<file path="src/rtl/apu_pkg.sv">
// Shared step positions and mode type for the APU frame sequencer.
package apu_pkg;

    localparam int unsigned STEP_Q1     = 7457;
    localparam int unsigned STEP_QH2    = 14913;
    localparam int unsigned STEP_Q3     = 22371;
    localparam int unsigned STEP_4_IRQ  = 29828;
    localparam int unsigned STEP_4_LAST = 29829;
    localparam int unsigned STEP_5_LAST = 37281;

    typedef enum logic {
        MODE_4STEP = 1'b0,
        MODE_5STEP = 1'b1
    } apu_mode_t;

endpackage

</file>
<file path="src/rtl/apu_frame_step_decode.sv">
// Combinational step decoder: maps the current step count and mode to
// quarter/half-frame events, the IRQ-set condition and end-of-sequence.
module apu_frame_step_decode
    import apu_pkg::*;
#(
    parameter int unsigned CNT_W = 16
) (
    input  logic [CNT_W-1:0] count,
    input  apu_mode_t        mode,
    output logic             q,
    output logic             h,
    output logic             irq_set,
    output logic             last
);

    always_comb begin
        q       = 1'b0;
        h       = 1'b0;
        irq_set = 1'b0;
        last    = 1'b0;
        if (count == CNT_W'(STEP_Q1)) begin
            q = 1'b1;
        end
        if (count == CNT_W'(STEP_QH2)) begin
            q = 1'b1;
            h = 1'b1;
        end
        if (count == CNT_W'(STEP_Q3)) begin
            q = 1'b1;
        end
        if (mode == MODE_4STEP) begin
            if (count == CNT_W'(STEP_4_IRQ)) begin
                irq_set = 1'b1;
            end
            if (count == CNT_W'(STEP_4_LAST)) begin
                q       = 1'b1;
                h       = 1'b1;
                irq_set = 1'b1;
                last    = 1'b1;
            end
        end else if (count == CNT_W'(STEP_5_LAST)) begin
            q    = 1'b1;
            h    = 1'b1;
            last = 1'b1;
        end
    end

endmodule

</file>
<file path="src/rtl/apu_frame_counter.sv">
// APU frame sequencer ($4017): quarter/half-frame strobes and frame IRQ.
// Define APU_FRAME_IRQ_EN to build the IRQ flag, inhibit bit and $4015 clear.
module apu_frame_counter
    import apu_pkg::*;
#(
    parameter int unsigned CNT_W    = 16,
    parameter int unsigned WR_DELAY = 3
) (
    input  logic       clk,
    input  logic       reset,
    input  logic       cpu_ce,
    input  logic       reg_wr,
    input  logic [7:0] reg_wdata,
    input  logic       status_rd,
    output logic       quarter_frame,
    output logic       half_frame,
    output logic       frame_irq,
    output logic       mode_5step
);

    logic [CNT_W-1:0] count;
    apu_mode_t        mode;
    logic             pending;
    logic [2:0]       delay;
    logic             dec_q, dec_h, dec_irq_set, dec_last;
    logic             reload_tick;

    apu_frame_step_decode #(.CNT_W(CNT_W)) u_decode (
        .count   (count),
        .mode    (mode),
        .q       (dec_q),
        .h       (dec_h),
        .irq_set (dec_irq_set),
        .last    (dec_last)
    );

    // A write in the same clk restarts the delay, so it blocks the reload.
    assign reload_tick = cpu_ce && pending && !reg_wr && (delay == 3'd1);
    assign mode_5step  = (mode == MODE_5STEP);

    always_ff @(posedge clk) begin
        if (reset) begin
            count         <= '0;
            mode          <= MODE_4STEP;
            pending       <= 1'b0;
            delay         <= '0;
            quarter_frame <= 1'b0;
            half_frame    <= 1'b0;
        end else begin
            quarter_frame <= 1'b0;
            half_frame    <= 1'b0;
            if (cpu_ce) begin
                if (reload_tick) begin
                    count   <= '0;
                    pending <= 1'b0;
                    if (mode == MODE_5STEP) begin
                        quarter_frame <= 1'b1;
                        half_frame    <= 1'b1;
                    end
                end else begin
                    quarter_frame <= dec_q;
                    half_frame    <= dec_h;
                    count         <= dec_last ? '0 : count + CNT_W'(1);
                    if (pending && !reg_wr) begin
                        delay <= delay - 3'd1;
                    end
                end
            end
            if (reg_wr) begin
                mode    <= apu_mode_t'(reg_wdata[7]);
                pending <= 1'b1;
                delay   <= 3'(WR_DELAY);
            end
        end
    end

`ifdef APU_FRAME_IRQ_EN
    logic inhibit;
    logic irq_flag;
    logic irq_set_tick;
    logic unused_wdata;

    assign irq_set_tick = cpu_ce && !reload_tick && dec_irq_set && !inhibit;
    assign unused_wdata = &{1'b0, reg_wdata[5:0]};

    // Inhibit write beats a same-clk set; a set beats a same-clk status read.
    always_ff @(posedge clk) begin
        if (reset) begin
            inhibit  <= 1'b0;
            irq_flag <= 1'b0;
        end else begin
            if (reg_wr) begin
                inhibit <= reg_wdata[6];
            end
            if (reg_wr && reg_wdata[6]) begin
                irq_flag <= 1'b0;
            end else if (irq_set_tick) begin
                irq_flag <= 1'b1;
            end else if (status_rd) begin
                irq_flag <= 1'b0;
            end
        end
    end

    assign frame_irq = irq_flag;
`else
    logic unused_irq;

    assign unused_irq = &{1'b0, reg_wdata[6:0], status_rd, dec_irq_set};
    assign frame_irq  = 1'b0;
`endif

endmodule

</file>
<file path="config.mk">
export PLATFORM = sky130hd
export DESIGN_NAME = apu_frame_counter
export DESIGN_NICKNAME = d
export VERILOG_FILES = /design/src/rtl/apu_pkg.sv /design/src/rtl/apu_frame_step_decode.sv /design/src/rtl/apu_frame_counter.sv
export SDC_FILE = /design/constraint.sdc
export NUM_CORES = 1
export LEC_CHECK = 0
export CAP_MARGIN = 20
export CORE_MARGIN = 4
export CORE_UTILIZATION = 54
export DETAILED_ROUTE_END_ITERATION = 16
export PLACE_DENSITY = 0.74
export SLEW_MARGIN = 20
export SYNTH_ARGS = -nofsm -noshare
export SYNTH_HDL_FRONTEND = slang
export SYNTH_SLANG_ARGS = --single-unit
</file>
<file path="constraint.sdc">
create_clock -name clk -period 2.1 [get_ports clk]
set_input_delay 0.315 -clock clk [delete_from_list [all_inputs] [get_ports clk]]
set_output_delay 0.315 -clock clk [all_outputs]
set_load 0.01 [all_outputs]
</file>
==> results by group <==
Outcome
  – Status: complete, no violations

Detailed routing
  – Initial DRC count: 78
  – Routed vias/inst: 6.383
  – WL/cell: 15.55 µm
  – Via count: 1334
  – Post-Route WL: 3250 µm
  – Pre-antenna DRT Iters: 4
  – Antenna-violating nets left: 0
  – Drt drc: 0

Placement
  – Post-Place Cells: a little over 200
  – Dpl hpwl: 2421 µm
  – Port Buffer Count: 7
  – GPL Wtd Cong: between 0.9 and 1

Synthesis
  – Netlist cell types: 45
  – Post-Synthesis Cells: 173
  – Synth Flop Type: dfxtp_1
  – Avg Inst Size Synth: 7.869 µm²
  – Asr flop ratio synth: 0%
  – Mapped Nets: 190
  – Post-Syn Area: approximately 0.0014 mm²
  – Synth Warn #: 0
  – EDFF count, synth: 0
  – Top cells by area, synth: dfxtp_1 (34%), nand4_1 (5.5%), nand3_1 (4.4%), nand2_1 (4.4%), or4_1 (4.4%)
  – Synth top area share: about a third
  – Register area share after synthesis: 33.82%
  – Flops & latches, synth: 23
  – Leading area contributor after synthesis: dfxtp_1

Floorplanning
  – Core ar.: 0.002297 mm²
  – Ports: 17
  – Die X: 58.21 µm
  – Initial Util: 59.26%
  – Die Y: between 50 and 60 µm
  – Site row count: 17
  – Total die area: 0.003388 mm²

Pwr
  – Highest ir drop seen on vdd: 0.3996 mV
  – Total power: 745.9 µW
  – Power Dens Cells: 494.7 mW/mm²
  – Static leakage: between 0.5 and 0.6 nW

Cells and area
  – Area of the multi-input gates: 817.0 µm²
  – Layout Nets: 199
  – Layout cells sized above 1: 10.50%
  – ANT cells: 0
  – Filler cells: 208
  – Final Util: 65.63%
  – Register area: 461.7 µm²
  – Fin cells: 209
  – Area grow syn2layout: 10.75%

CTS
  – Root Buffer: clkbuf_4
  – CTS tree: done
  – H-Tree Depth: 1
  – Setup bufs post-CTS: 0
  – CTS Buffer Depth: 2
  – Clock slew at reported path FFs: 0.13 ns
  – Number of buffers created by CTS: 3
  – Worst skew pair latency: 0.32 ns
  – Clock sink count: 23

Timing
  – Max Slew Vio Count: 0
  – Fin crit share: a little over 90%
  – Unrepaired setup endpoints after global routing: no
  – Peak Freq: 510.3 MHz
  – Fin Setup TNS: 0 ns
  – Final Setup Violations: 0
  – Final hold violations: 0
  – Worst Skew: roughly 0.0039 ns
  – Min Tclk post-route: 1.960 ns

GRT
  – GR Util All Layers: 21.98%
  – Antenna violations before repair: 0
  – Overflow after GRT: 0
  – First-pass GRT wire length: 5802 µm
  – Largest net degree at the start of global routing: 19
  – Vias in the first global route: around 1300

Critical path
  – Setup CP Type: reg2reg
  – Setup crit start kind: flip-flop
  – Critical path buffers and inverters: 0
  – CP top delay family: simple AND/OR/NAND/NOR gates
  – Worst Path Arrival: 2.23 ns
  – R2R setup slack: around 0.14 ns
  – Crit path cell chain: or3b_4 -> or4_4 -> o41a_1 -> a21oi_2 -> a21o_1
  – Crit-path max cell delay: ~0.45 ns
  – Worst R2R Start: count[3]
  – Worst Setup End Kind: flip-flop
  – Worst Path Max Fanout: 6
  – Worst R2R End: quarter_frame
  – Crit. Startpoint: count[3]
  – Slowest stage cell, crit path: o41a_1
  – Worst r2r path cells: 5
  – CP required: between 2 and 2.5 ns

Worst hold path
  – Hold WC Path Type: reg2reg
  – Worst hold endpoint: count[1]
  – Hold Path Depth: 2
  – HP Start: count[1]

Job
  – Count of maximum capacitance violations: 0
[worst max-delay path by stage]
| stage | to | cells past startpoint |
|---|---|---|
| 4_1_cts | count[14] | 5 |
| 3_5_place_dp | count[14] | 5 |
| 2_1_floorplan | quarter_frame | 5 |
| 6_report | quarter_frame | 5 |
| 3_3_place_gp | count[15] | 5 |
| 5_1_grt | count[13] | 5 |
[power by group]
group          switching (mW)  total (mW)  leakage [nW]  internal, mW
logic                  0.0453      0.0798         0.313        0.0345
registers             0.00998       0.456         0.187         0.446
clock network           0.136       0.210        0.0150        0.0743
[cell families (layout without fill, tap and decap cells)]
kind of cell    after synthesis  in the layout  synth area share, %
simple gates                 90             90                37.59
compound gates               28             28                14.43
flops                        23             23                33.82
buf+inv                      21             29                6.251
xor+xnor                      5              5                3.217
fa+ha+maj                     4              4                3.677
other cells                   1              1               0.2755
mux                           1              1               0.7353
[layer usage]
layer | vias to the layer above | routed length (µm) | GRT usage (%)
met2 | 44 | 1540 | 35.48
met3 | 6 | 229 | 4.009
met4 | 0 | 68 | 8.940
li1 | 664 | - | -
met5 | - | 0 | 0
met1 | 620 | 1412 | 28.74
[sequential cells by signal, indices dropped and copies added (netlist names)]
name / count
count: 16
delay: 3
half_frame: 1
mode_5step: 1
pending: 1
quarter_frame: 1
[repair_timing]
| action | in CTS | in global routing |
|---|---|---|
| setup endpoints to repair | 0 | 3 |
| resized for setup | 0 | 2 |
| hold buffers | 0 | 0 |
[final cells by class]
| class | instances | share of cell area, % |
|---|---|---|
| Multi-Input combinational cell | 129 | 54.19 |
| Sequential cell | 23 | 30.62 |
| Timing Repair Buffer | 15 | 8.631 |
| Inverter | 10 | 2.490 |
| Tap cell | 28 | 2.324 |
| Clock buffer | 4 | 1.743 |
[worst reg2reg max path, stage by stage (launching register included)]
cell and delay, ns:
dfxtp_1 0.37, or3b_4 0.42, or4_4 0.43, o41a_1 0.45, a21oi_2 0.16, a21o_1 0.10
[layout by cell type, fill, tap and decap left out, drive strengths merged, types with 2 or more instances in the layout]
| master | netlist | layout |
|---|---|---|
| nand4 | 12 | 12 |
| nand2 | 16 | 16 |
| xor2 | 4 | 4 |
| and3 | 3 | 3 |
| clkdlybuf4s50 | 0 | 7 |
| nand3b | 3 | 3 |
| nand3 | 12 | 12 |
| nor4 | 2 | 2 |
| a21oi | 9 | 9 |
| nor2 | 13 | 13 |
| o311ai | 4 | 4 |
| inv | 10 | 10 |
| nor3 | 5 | 5 |
| or3 | 3 | 3 |
| buf | 3 | 8 |
| clkbuf | 8 | 4 |
| dfxtp | 23 | 23 |
| o21ai | 3 | 3 |
| a211oi | 3 | 3 |
| and4 | 2 | 2 |
| or4 | 10 | 10 |
| and2 | 4 | 4 |
| ha | 4 | 4 |
[cells in the mapped netlist (all sizes together) (5+ instances only)]
cell type and n:
a21oi 9, clkbuf 8, dfxtp 23, inv 10, nand2 16, nand3 12
nand4 12, nor2 13, nor3 5, or4 10
[per-stage QoR]
stage	hold WS [ns]	setup WS, ns	area, µm²
5_1_grt	0.5308	0.07323	1508
3_5_place_dp	0.4851	0.1461	1479
3_3_place_gp	0.4752	0.1582	1479
2_1_floorplan	0.4614	0.2502	1361
6_report	0.4986	0.1402	1508
4_1_cts	0.5038	0.1063	1505
Power figures use the tool's default switching activity.
